<file path="config.mk">
export PLATFORM = sky130hd
export DESIGN_NAME = branch_resolve_predict
export DESIGN_NICKNAME = d
export VERILOG_FILES = /design/src/rtl/branch_resolve_predict.sv
export SDC_FILE = /design/constraint.sdc
export NUM_CORES = 1
export LEC_CHECK = 0
export ABC_CLOCK_PERIOD_IN_PS = 4630
export CAP_MARGIN = 20
export CORE_AREA = 4 4 112 87
export DETAILED_ROUTE_END_ITERATION = 10
export DIE_AREA = 0 0 116 91
export HOLD_SLACK_MARGIN = 0.15
export MAX_ROUTING_LAYER = met4
export PLACE_DENSITY_LB_ADDON = 0.3
export SLEW_MARGIN = 10
export SYNTH_ARGS = -nofsm -noshare
export SYNTH_HDL_FRONTEND = slang
export SYNTH_SLANG_ARGS = --single-unit
</file>
<file path="constraint.sdc">
create_clock -name clk -period 4.63 [get_ports clk]
set_input_delay 0.926 -clock clk [delete_from_list [all_inputs] [get_ports clk]]
set_output_delay 0.926 -clock clk [all_outputs]
set_load 0.01 [all_outputs]
</file>
<file path="src/rtl/branch_resolve_predict.sv">
// Branch unit for EX: resolves conditional branches, flags mispredictions,
// trains a direct-mapped table of 2-bit counters that predicts for IF, and keeps stats.
module branch_resolve_predict #(
    parameter int WIDTH      = 32,
    parameter int PC_WIDTH   = 32,
    parameter int BHT_DEPTH  = 16,
    parameter int STAT_WIDTH = 16
) (
    input  logic                  clk,
    input  logic                  rst,
    input  logic [PC_WIDTH-1:0]   if_pc,
    output logic                  pred_taken,
    input  logic                  ex_valid,
    input  logic [PC_WIDTH-1:0]   ex_pc,
    input  logic [2:0]            ex_cond,
    input  logic [WIDTH-1:0]      ex_in1,
    input  logic [WIDTH-1:0]      ex_in2,
    input  logic                  ex_pred_taken,
    output logic                  branch_taken,
    output logic                  mispredict,
    input  logic                  stat_clear,
    output logic [STAT_WIDTH-1:0] stat_branches,
    output logic [STAT_WIDTH-1:0] stat_mispredicts
);
    localparam int IDX = $clog2(BHT_DEPTH);

    typedef enum logic [2:0] {
        COND_NONE = 3'b000,
        COND_BEQ  = 3'b001,
        COND_BNE  = 3'b010,
        COND_BLEZ = 3'b011,
        COND_BGTZ = 3'b100,
        COND_BLTZ = 3'b101,
        COND_BGEZ = 3'b110,
        COND_RSVD = 3'b111
    } cond_t;

    logic [1:0]            bht_reg  [BHT_DEPTH];
    logic [1:0]            bht_next [BHT_DEPTH];
    logic [IDX-1:0]        if_idx;
    logic [IDX-1:0]        ex_idx;
    logic [1:0]            ex_entry;
    logic [1:0]            ex_entry_upd;
    logic                  is_br;
    logic                  cond_hold;
    logic                  ops_equal;
    logic                  in1_neg;
    logic                  in1_zero;
    logic [STAT_WIDTH-1:0] stat_branches_reg;
    logic [STAT_WIDTH-1:0] stat_mispredicts_reg;
    logic [STAT_WIDTH-1:0] stat_branches_next;
    logic [STAT_WIDTH-1:0] stat_mispredicts_next;

    assign if_idx    = if_pc[IDX+1:2];
    assign ex_idx    = ex_pc[IDX+1:2];
    assign ops_equal = (ex_in1 == ex_in2);
    assign in1_neg   = ex_in1[WIDTH-1];
    assign in1_zero  = (ex_in1 == '0);

    always_comb begin
        cond_hold = 1'b0;
        is_br     = 1'b0;
        case (cond_t'(ex_cond))
            COND_BEQ:  begin is_br = ex_valid; cond_hold = ops_equal;             end
            COND_BNE:  begin is_br = ex_valid; cond_hold = !ops_equal;            end
            COND_BLEZ: begin is_br = ex_valid; cond_hold = in1_neg || in1_zero;   end
            COND_BGTZ: begin is_br = ex_valid; cond_hold = !in1_neg && !in1_zero; end
            COND_BLTZ: begin is_br = ex_valid; cond_hold = in1_neg;               end
            COND_BGEZ: begin is_br = ex_valid; cond_hold = !in1_neg;              end
            default:   begin is_br = 1'b0;     cond_hold = 1'b0;                  end
        endcase
    end

    assign branch_taken = is_br && cond_hold;
    assign mispredict   = is_br && (branch_taken != ex_pred_taken);

    // IF reads the registered table directly, so a same-cycle update is seen next cycle.
    assign pred_taken = bht_reg[if_idx][1];

    assign ex_entry = bht_reg[ex_idx];
    always_comb begin
        ex_entry_upd = ex_entry;
        if (branch_taken) begin
            if (ex_entry != 2'b11) ex_entry_upd = ex_entry + 2'b01;
        end else begin
            if (ex_entry != 2'b00) ex_entry_upd = ex_entry - 2'b01;
        end
    end

    genvar gi;
    generate
        for (gi = 0; gi < BHT_DEPTH; gi++) begin : g_bht
            assign bht_next[gi] = (is_br && ex_idx == IDX'(gi)) ? ex_entry_upd : bht_reg[gi];
        end
    endgenerate

    always_ff @(posedge clk or posedge rst) begin
        if (rst) begin
            for (int i = 0; i < BHT_DEPTH; i++) bht_reg[i] <= 2'b01;
        end else begin
            for (int i = 0; i < BHT_DEPTH; i++) bht_reg[i] <= bht_next[i];
        end
    end

    // Clear wins over any increment in the same cycle.
    always_comb begin
        stat_branches_next    = stat_branches_reg;
        stat_mispredicts_next = stat_mispredicts_reg;
        if (stat_clear) begin
            stat_branches_next    = '0;
            stat_mispredicts_next = '0;
        end else begin
            if (is_br && stat_branches_reg != '1)
                stat_branches_next = stat_branches_reg + 1'b1;
            if (mispredict && stat_mispredicts_reg != '1)
                stat_mispredicts_next = stat_mispredicts_reg + 1'b1;
        end
    end

    always_ff @(posedge clk or posedge rst) begin
        if (rst) begin
            stat_branches_reg    <= '0;
            stat_mispredicts_reg <= '0;
        end else begin
            stat_branches_reg    <= stat_branches_next;
            stat_mispredicts_reg <= stat_mispredicts_next;
        end
    end

    assign stat_branches    = stat_branches_reg;
    assign stat_mispredicts = stat_mispredicts_reg;
endmodule

</file>
[Word-level counts from Yosys, hierarchy flattened]
Cells that the tools add are included.
Storage, ports and cells
  flip-flop bits (word level): 64
  input bits: 136
Cells by class
  add/sub/neg operators: 4
  magnitude comparators: 2
  eq/ne operators: 26
  multiplexer cells: 15
  bitwise logic cells: 2
  reductions and logical operators: 31
Operator list (number)
  two-way mux 16 bit: 4
  adder 16 x 1 -> 16 bit, second input constant: 2
  == test 32 bit: 1
  == test 4 bit, second input constant: 8
  logical NOT 32 bit: 1
  inequality test 16 bit, second input constant: 2
  logical AND 1 bit: 21
  binary-select mux 2 bit (select 4 bit): 2
  == test 4 x 3 -> 1 bit, second input constant: 4
  two-way mux 2 bit: 7
  greater-or-equal comparator 5 bit, second input constant: 2
  NOT 4 -> 5 bit: 2
  == test 3 bit, second input constant: 3
  == test 4 x 2 -> 1 bit, second input constant: 2
  == test 3 x 2 -> 1 bit, second input constant: 2
  case mux 1 bit (6 select lines): 1
  nonzero test 2 bit: 3
  OR reduction 6 bit: 1
  == test 4 x 1 -> 1 bit, second input constant: 1
  logical NOT 4 bit: 1
  == test 3 x 1 -> 1 bit, second input constant: 1
  logical NOT 1 bit: 3
  adder 2 x 1 -> 2 bit, second input constant: 1
  inequality test 2 bit, second input constant: 1
  4 further kinds: 4

[Longest topological paths before layout]
  depth in word-level cells: 10
  gate-level depth with buffers: 9
  depth with buffers taken out: 8

[Worst setup path before layout]
No wires, ideal clock.
  kind: input to output
  from: input ex_in1[25]
  to: output mispredict
  arrival: 2.294 ns
  required time: 3.704 ns
  setup slack: 1.410 ns
  stages: 7
  buffers on the path: 0
  cell sequence: nor4_1 > nand4_1 > o211a_1 > o22a_1 > nor3b_4 > xnor2_1 > nor2_1
Between the ends
  cells in the longest elaborated chain, start to end: 7
  elaborated cells on any way between the ends: 10
Ends and longest elaborated chain
  from (decl): line 16  | input logic [WIDTH-1:0] ex_in1,
  logical NOT 32 bit: line 58  | assign in1_zero = (ex_in1 == '0);
  logical NOT 1 bit: line 67  | COND_BGTZ: begin is_br = ex_valid; cond_hold = !in1_neg && !in1_zero; end
  logical AND 1 bit: line 67
  case mux 1 bit (6 select lines) *: line 63  | case (cond_t'(ex_cond))
  logical AND 1 bit *: line 74  | assign branch_taken = is_br && cond_hold;
  inequality test 1 bit *: line 75  | assign mispredict = is_br && (branch_taken != ex_pred_taken);
  logical AND 1 bit *: line 75
  to (decl): line 20  | output logic mispredict,
Mark *: on every way between the ends. The rest lies on a longest branch, timed or not.

[Worst setup path after layout]
  from: input ex_in1[31]
  to: output branch_taken
Between the ends
  cells in the longest elaborated chain, start to end: 5
  elaborated cells on any way between the ends: 9
Ends and longest elaborated chain
  logical NOT 32 bit: line 58
  logical NOT 1 bit: line 67
  logical AND 1 bit: line 67
  case mux 1 bit (6 select lines) *: line 63
  logical AND 1 bit *: line 74
  to (decl): line 19  | output logic branch_taken,
Marks and branches as above.

==> impl_metrics.csv <==
group,metric,value,unit
outcome,status,"finished clean",
floorplan,die-area,0.0106,mm^2
clocking,clkSinkCount,64,
floorplan,io_pins,171,
routing,wl_per_cell,17.5,um
power_and_ir_drop,power_density,286,mW/mm^2
timing,fin_hold_ws,0.523,ns
timing,drv_slew,0,
global_routing,grtUsageMet3,5.32,%
place,io_buffers,114,
final_layout,nFillCells,681,
global_routing,grt_antenna_before_repair,0,
timing,setup_viol,0,
routing,drc,0,
critical_path,max_stage_delay,0.56,ns
synthesis,synth_cell_types,44,
clocking,cts_setup_buffers,0,
clocking,hold_buffers,0,
floorplan,die_w,116,um
synthesis,ys_seq_area_share,41.4,%
synthesis,ys.warnings.count,0,
synthesis,synth_seq_cells,64,
critical_path,path_max_fanout,4,
routing,drt-total-wl,10.4,mm
critical_path,path_class,"input pin to output pin",
timing,setup-tns-final,0,ns
clocking,cts_max_path_buffers,2,
synthesis,ys.flop_type,"dfrtp_1",
final_layout,fin_cells,595,
clocking,path_clk_slew,0.05,ns
global_routing,grt_pass1_vias,3452,
critical_path,worstPathCellList,"clkdlybuf4s50_1 -> nor4_1 -> nand4_1 -> o211a_1 -> o22a_1 -> nor3b_4 -> and2_2 -> clkdlybuf4s50_1",
timing,final_hold_viol_count,0,
global_routing,use_met1,23.7,%
global_routing,grt_pass1_wl,16.5,mm
global_routing,gr-usage-met2,34.1,%
synthesis,postSynthNetCount,501,
floorplan,coreArea,0.00849,mm^2
critical_path,required,3.70,ns
critical_path,cp_slowest_cell,"clkdlybuf4s50_1",
clocking,cts_tree,"yes",
critical_path,cpMostUsedCell,"clkdlybuf4s50_1",
timing,post-route-min-period,4.36,ns
timing,finalClockSkew,0.00552,ns
critical_path,cp-start-kind,"input pin",
global_routing,busiest_layer,"met2",
floorplan,row_count,29,
clocking,cts_buffers,9,
clocking,htreeDepth,3,
floorplan,die_y,91,um
critical_path,critPathCaptureType,"output pin",
timing,fin_crit_sh,94.1,%
place,hpwl,7.91,mm
run,cap_violations,0,
final_layout,largest_reg_flops,32,
global_routing,grt_max_degree,43,
floorplan,start_util,46.1,%
clocking,cts_root_buf,"clkbuf_16",
synthesis,async_flop_share,100,%
power_and_ir_drop,peakVddDrop,0.173,mV
synthesis,synth_area,0.00392,mm^2
routing,firstDrtPassIters,4,
power_and_ir_drop,p_leak,0.00219,uW
timing,worstMarginPinSlew,0.878,ns
final_layout,fin_nets,620,
routing,vias,3353,
synthesis,synth-edff-count,0,
synthesis,syn_avg_cell_area,10.8,um^2
clocking,ctsResizeCount,0,
global_routing,grt.overflow.total,0,
final_layout,drive_above_1_share,19.7,%
place,dp_cells,579,
min_path,hold_path.class,"flip-flop to flip-flop",
routing,antenna_left,0,
final_layout,area_delta_synth_final,40.4,%
clocking,worstSkewPairLatency,0.32,ns
routing,via_per_inst,5.64,
timing,rsz0062_at_grt,"no",
global_routing,grt_use_total,20.1,%
timing,max_clock_freq,230,MHz
final_layout,n_antenna_cell,0,
routing,drt_iter0_drc,168,
timing,relSlewSlack,41.4,%
synthesis,syn_inst,363,
place,gp_congestion,0.796,
critical_path,cp.arrival,3.43,ns
placed cells by master, fill, tap and decap left out, types with 7 or more instances in the layout:
cell	n
nand2_1	17
nand3_1	16
a21oi_1	14
o21ai_0	9
nor3_1	9
nand4_1	7
mux2_2	33
mux4_2	15
nor2_1	39
xor2_1	42
o31ai_1	8
clkbuf_16	9
dfrtp_1	48
clkdlybuf4s50_1	114
dfstp_2	16
nor4_1	15
or3_1	8
inv_1	7
cell families after synthesis:
family | synth area share (%)
and+or+nand+nor | 19.2
DFF | 41.4
muxes | 19.7
xor gates and xnor gates | 10.5
AOI/OAI and AO/OA | 5.81
buffers and inverters | 2.20
adders and majority gates | 1.21
cells in the mapped netlist, types with 2 or more instances:
library cell  instances  area, um^2
nor2_1               39         146
inv_1                 8        30.0
or2_2                 2        12.5
nor2b_1               2        12.5
buf_2                 3        15.0
nand2b_1              5        31.3
nand4_1               7        43.8
clkbuf_1              5        18.8
mux4_2               15         338
or3_1                 8        50.1
nor3_1                9        45.0
mux2i_1               5        50.1
o21ai_0               9        45.0
xor2_1               42         368
or3_2                 2        15.0
dfstp_2              16         420
nor4_1               15        93.8
maj3_2                2        22.5
o211a_1               2        20.0
a21oi_1              14        70.1
and3_1                3        18.8
nand2_1              17        63.8
xnor2_1               5        43.8
ha_1                  2        25.0
o31ai_1               8        60.1
dfrtp_1              48        1200
and4_1                2        17.5
mux2_2               33         372
or4_1                 5        37.5
nand3_1              16        80.1
critical path: cells and delay by family:
family          cells  cell delay, ns
simple gates        4            1.03
compound gates      2            0.42
buf+inv             2            1.05
cell type report:
class | instances | area, um^2 | area share (%)
flip-flops and latches | 64 | 1620 | 29.5
inverters | 8 | 30.0 | 0.546
clock inverters | 5 | 80.1 | 1.46
well taps | 108 | 135 | 2.46
clock buffers | 11 | 243 | 4.42
repair buffers | 119 | 1180 | 21.4
multi-input cells | 280 | 2210 | 40.2
power by group:
part,switching (uW),internal (uW)
clock,235,485
sequential,16.1,600
combinational,101,135
total,352,1220
worst paths after layout:
check | start | to | slack (ns) | cells after the start
worst min register to register | bht_reg[19] | bht_reg[19] | 0.52 | 1
min in group asynchronous | rst | bht_reg[11] | 1.12 | 2
worst max-delay path | ex_in1[31] | branch_taken | 0.27 | 8
worst max register to register | stat_mispredicts[3] | stat_mispredicts[2] | 1.95 | 9
max in group asynchronous | rst | stat_branches[11] | 2.69 | 3
worst min-delay path | bht_reg[19] | bht_reg[19] | 0.52 | 1
through the flow:
step | setup WS [ns] | total power, uW | area [um^2] | utilization (%)
2_1_floorplan | 1.41 | 738 | 3920 | -
3_3_place_gp | 0.271 | 854 | 5170 | 60.9
3_5_place_dp | 0.303 | 861 | 5170 | 60.9
4_1_cts | 0.282 | 1580 | 5500 | 64.7
5_1_grt | 0.172 | 1630 | 5500 | 64.7
6_report | 0.274 | 1570 | 5500 | 64.7
routing by layer:
| metal | routed length (um) | vias up |
|---|---|---|
| met5 | 0 | - |
| met4 | 144 | 0 |
| met3 | 797 | 16 |
| met2 | 5190 | 115 |
| met1 | 4270 | 1639 |
| li1 | - | 1583 |
(Power assumes the default switching activity.)
==> patch 1, RTL diff (same settings) <==
Change the parameter `WIDTH` from 32 to 36.
--- a/src/rtl/branch_resolve_predict.sv
+++ b/src/rtl/branch_resolve_predict.sv
@@ -1,7 +1,7 @@
 // Branch unit for EX: resolves conditional branches, flags mispredictions,
 // trains a direct-mapped table of 2-bit counters that predicts for IF, and keeps stats.
 module branch_resolve_predict #(
-    parameter int WIDTH      = 32,
+    parameter int WIDTH      = 36,
     parameter int PC_WIDTH   = 32,
     parameter int BHT_DEPTH  = 16,
     parameter int STAT_WIDTH = 16
Interface: changed (resized ex_in1 and ex_in2); port bits go from 171 to 179. The function was not compared with the original's and may differ.
==> patch 1 against the original RTL <==
  * Final area is 6.4% higher
  * Clock power is 1% higher
  * Power is 15% higher
  * Routed wire length is 13% higher
  * Combinational power is 60% higher
  * Synthesized area is 2.7% higher
  * Worst setup slack worse by 0.11 ns
  * Highest routed layer unchanged
  * Clock skew hardly changed
  * Final cell count is 16% higher
  * Sequential cell count stayed put
  * First-iteration DRC count is 39% higher
==> patch 1: results (changes against the original RTL) <==
| Metric | Value |
|---|---|
| Router iterations before antenna repair | `5 (+1)` |
| Area contributors post-synth | `dfrtp_1 30%, dfstp_2 10%, xnor2_1 8.3%, mux4_2 7.8%, nand2_1 6.2%` |
| Maximum vdd drop | `0.000318 V (+84%)` |
| Dpl hpwl | `9090 um (+15%)` |
| First-pass GRT wire length | `19,700 um (+19%)` |
| Vias per cell | `5.73 (+1.6%)` |
| R2R Setup Slk | `1.98 ns (+0.03 ns)` |
| Port buffer count | `122 (+7.0%)` |
| Hold Path Stages | `2 (+1)` |
| Met2 Use GR | `0.370 (+0.0292)` |
| HP Start | `bht_reg[14]` |
| Worst reg2reg path depth | `8 (-1)` |
| Hold Path Sink | `bht_reg[14]` |
| Fin nets | `721 (+16%)` |
| Layout cells sized above 1 | `0.143 (-0.0540)` |
| CP max stage delay | `0.53 ns (-0.03 ns)` |
| Top post-synthesis cells by count | `66 x nand2_1, 48 x dfrtp_1, 42 x o21ai_0` |
| Number of fill cells | `665 (-2.3%)` |
| Worst path arrival time | `3.54 ns (+0.11 ns)` |
| Mapped Nets | `582 (+16%)` |
| Initial drt markers | `234 (+39%)` |
| Reg-to-Reg End | `stat_mispredicts[11]` |
| Grt met1 use | `0.318 (+0.0812)` |
| Status | `complete, no violations` |
| GRT Util Overall | `0.240 (+0.0389)` |
-- patch 1: changes by cell type in the layout (fill, tap and decap cells not counted), sizes merged, moves of 13 or more --
| cell | unedited run | this run |
|---|---|---|
| nand2 | 17 | 66 |
| o21ai | 9 | 42 |
| xnor2 | 5 | 38 |
| xor2 | 42 | 10 |
| mux2 | 34 | 9 |
| nand4 | 7 | 26 |
| buf | 5 | 18 |
-- patch 1: layer usage --
layer	vias to the layer above	share of wire
li1	1858	-
met4	0	0.021
met2	168	0.49
met3	29	0.063
met1	1886	0.43
met5	-	0
-- patch 1: worst max-delay path by stage --
stage,startpoint,endpoint,slack [ns],cells after the start
after floorplan,ex_in1[0],mispredict,1.04,7
after global placement,ex_in1[27],branch_taken,-0.03,10
after detailed placement,ex_in1[27],branch_taken,-0.04,10
after CTS,ex_in1[7],branch_taken,0.001,10
after global routing,ex_in1[34],branch_taken,0.004,10
final,ex_in1[33],branch_taken,0.17,10
-- patch 1: area by class of cell --
cell class	count	area (um^2)	area share
clock buffers	11	243	0.0415
repair buffers	140	1360	0.232
multi-input cells	350	2370	0.406
well taps	108	135	0.0231
clock inverters	5	80.1	0.0137
flip-flops and latches	64	1620	0.277
inverters	10	37.5	0.00642
-- patch 1: stage by stage --
| stage | setup slack, ns | std cells | setup TNS (ns) | power, mW | area (um^2) |
|---|---|---|---|---|---|
| floorplan | 1.04 | 436 | 0 | 0.896 | 4020 |
| global placement | -0.0330 | 670 | -0.0440 | 1.06 | 5450 |
| detailed placement | -0.0449 | 670 | -0.0609 | 1.08 | 5450 |
| CTS | 0.00104 | 686 | 0 | 1.81 | 5790 |
| global route | 0.00448 | 688 | 0 | 1.89 | 5850 |
| finish | 0.167 | 688 | 0 | 1.81 | 5850 |
-- patch 1: logic make-up after synthesis --
| kind of cell | synth area share |
|---|---|
| compound gates | 0.0747 |
| xor+xnor | 0.105 |
| fa+ha+maj | 0.0112 |
| buf+inv | 0.0212 |
| flops | 0.403 |
| mux | 0.121 |
| simple gates | 0.264 |
-- patch 1: timing repair --
item                                    4_1_cts  5_1_grt
pin swaps                                     0        5
resized for setup                             2        8
setup buffers                                 0        2
hold buffers                                  0        0
endpoints found under the setup margin        2        2
-- patch 1: power by group through the flow --
stage | sequential (mW) | combinational, mW | clock (mW)
4_1_cts | 0.701 | 0.373 | 0.737
2_1_floorplan | 0.692 | 0.204 | 0
5_1_grt | 0.711 | 0.417 | 0.761
6_report | 0.702 | 0.378 | 0.728
3_5_place_dp | 0.708 | 0.369 | 0
3_3_place_gp | 0.702 | 0.354 | 0
-- patch 1: worst min-delay path, cell delays in order (launching register included) --
cell and delay (ns):
dfstp_2 0.37, nand2_1 0.04, o21ai_0 0.07
==> patch 2, RTL diff (same settings) <==
Made on the original files. Add an input register stage for `if_pc`, without a reset; this delays it by one clock. The other inputs are not delayed to match.
--- a/src/rtl/branch_resolve_predict.sv
+++ b/src/rtl/branch_resolve_predict.sv
@@ -35,6 +35,12 @@
         COND_RSVD = 3'b111
     } cond_t;
 
+    logic [PC_WIDTH-1:0] if_pc_q;
+
+    always_ff @(posedge clk) begin
+        if_pc_q <= if_pc;
+    end
+
     logic [1:0]            bht_reg  [BHT_DEPTH];
     logic [1:0]            bht_next [BHT_DEPTH];
     logic [IDX-1:0]        if_idx;
@@ -51,7 +57,7 @@
     logic [STAT_WIDTH-1:0] stat_branches_next;
     logic [STAT_WIDTH-1:0] stat_mispredicts_next;
 
-    assign if_idx    = if_pc[IDX+1:2];
+    assign if_idx    = if_pc_q[IDX+1:2];
     assign ex_idx    = ex_pc[IDX+1:2];
     assign ops_equal = (ex_in1 == ex_in2);
     assign in1_neg   = ex_in1[WIDTH-1];
Formal check against the unedited RTL: not equivalent (Yosys sat finds a counterexample within 4 cycles, from zero or initial values and one cycle with rst high).
==> patch 2 against the original RTL <==
  * Die area is the same
  * Sequential cell count grew 4
  * Synthesized area grew 9.7%
  * Global-route usage grew 5.6 points
  * Count of clock-buffer cells in the layout shrank 1
  * Worst setup slack gained 0.017 ns
  * Critical path depth is the same
  * Final area grew 7.9%
  * Maximum frequency grew 0.40%
  * Routed wire length grew 22%
  * Critical path type unchanged
  * Critical endpoint unchanged
Power is not compared: it rests on default switching activity, and its combinational part moved more than twofold at a synthesized area within 25%.
==> patch 2: results (changes against the original RTL) <==
| Metric | Value |
|---|---|
| Maximum vdd drop | `0.000242 V` |
| FFs w/ async S/R, synth | `0.941 (-0.0588)` |
| CP Max Fanout | `3 (-1)` |
| Clock insertion delay at the later pin of the skew report | `0.34 ns (+0.02 ns)` |
| First-pass GRT wire length | `20,800 um (+26%)` |
| Delay-heaviest family, CP | `buffers and inverters` |
| Synthesized-area fraction occupied by adder cells | `0.00582 (-0.00632)` |
| Largest net degree at the start of global routing | `40 (-7.0%)` |
| Layout cells sized above 1 | `0.153 (-0.0443)` |
| Post-DR wirelength/cell | `18.6 um (+6.2%)` |
| CP max stage delay | `0.48 ns (-0.08 ns)` |
| Fin nets | `709 (+14%)` |
| Xor/xnor share of the synthesized area | `0.0836 (-0.0215)` |
| Compound-Gate Fraction of Synth Area | `0.0990 (+0.0409)` |
| Synth cell types | `42 (-4.5%)` |
| Number of fill cells | `671 (-1.5%)` |
| Mapped Nets | `592 (+18%)` |
| Slowest cell on crit path | `clkdlybuf4s50_1` |
| Vias in the first global route | `4,184 (+21%)` |
| Post_cts resized | `0 (unchanged)` |
| Inserted Diodes | `0 (unchanged)` |
| Top post-synthesis cells by count | `81 x nor2_1, 48 x dfrtp_1, 37 x xnor2_1` |
| GRT Util Overall | `0.257 (+0.0564)` |
| Status | `complete, no violations` |
| Vias per cell | `5.96 (+5.8%)` |
| Worst path arrival time | `3.41 ns (-0.02 ns)` |
| Antenna violations before repair | `0 (unchanged)` |
| Max reg flops | `32 (unchanged)` |
| Port buffer count | `114 (unchanged)` |
| Clk_skew | `0.0127 ns (+0.00723 ns)` |
| Area contributors post-synth | `dfrtp_1 28%, dfstp_2 9.8%, mux4_2 7.9%, xnor2_1 7.5%, nor2_1 7.1%` |
| GPL Wtd Cong | `0.883 (+11%)` |
| Router iterations before antenna repair | `5 (+1)` |
| Post-synthesis sequential area ratio | `0.396 (-0.0180)` |
| Dpl hpwl | `9410 um (+19%)` |
| Initial drt markers | `328 (+95%)` |
| Post-CTS Setup Inserts | `0 (unchanged)` |
| Num CTS Buffers | `9 (unchanged)` |
| Multiplexer area fraction after synthesis | `0.146 (-0.0503)` |
| Worst-margin pin slew | `0.821 ns (-0.0572 ns)` |
[patch 2: changes by cell type in the layout (fill, tap and decap cells not counted), moves of 14 or more]
cell / unedited run / this run
nor2_1: 39 / 81
xor2_1: 42 / 4
a31oi_1: 0 / 34
xnor2_1: 5 / 37
mux2_2: 33 / 16
nand4_1: 7 / 21
[patch 2: report_power, final]
part	internal, mW	switching (mW)	total, mW
clock	0.422	0.271	0.693
combinational	0.257	0.232	0.489
sequential	0.735	0.0757	0.810
[patch 2: tightest hold or removal path: stages, from the launching register on]
cell and delay [ns]:
dfstp_2 0.36, nor2_1 0.09, a31oi_1 0.05
[patch 2: area by class of cell]
class,instances,area share
flip-flops and latches,68,0.287
clock buffers,10,0.0386
clock inverters,6,0.0122
well taps,108,0.0228
multi-input cells,356,0.425
repair buffers,126,0.208
inverters,10,0.00633
[patch 2: per-layer routing]
metal	share of wire	global-route usage	vias up	wire length, um
met5	0	-	-	0
met4	0.014	0.0773	0	176
met3	0.059	0.0545	23	745
met2	0.49	0.389	167	6250
met1	0.44	0.350	1975	5530
li1	-	-	1912	-
[patch 2: per-stage QoR]
step | util | worst slack (ns) | power [mW] | instance area [um^2] | instances
floorplan | - | 1.20 | 1.10 | 4300 | 454
global placement | 0.658 | 0.0452 | 1.26 | 5580 | 668
detailed placement | 0.658 | 0.0256 | 1.29 | 5580 | 668
CTS | 0.693 | 0.0256 | 1.99 | 5880 | 684
global route | 0.698 | 0.152 | 2.08 | 5930 | 684
finish | 0.698 | 0.291 | 1.99 | 5930 | 684
[patch 2: path summary, 6_finish.rpt]
check,from,endpoint,slack (ns),cells past startpoint
min in group asynchronous,rst,stat_branches[14],1.06,2
worst min register to register,bht_reg[10],bht_reg[10],0.50,2
worst min-delay path,bht_reg[10],bht_reg[10],0.50,2
worst max register to register,stat_mispredicts[0],stat_mispredicts[4],2.07,7
max in group asynchronous,rst,bht_reg[24],2.62,3
worst max-delay path,ex_in1[22],branch_taken,0.29,8
[patch 2: cell families (layout without fill, tap and decap cells)]
family,Yosys count,after routing
compound gates,63,63
xor+xnor,41,41
fa+ha+maj,2,2
buf+inv,30,152
flops,68,68
mux,42,42
simple gates,208,208
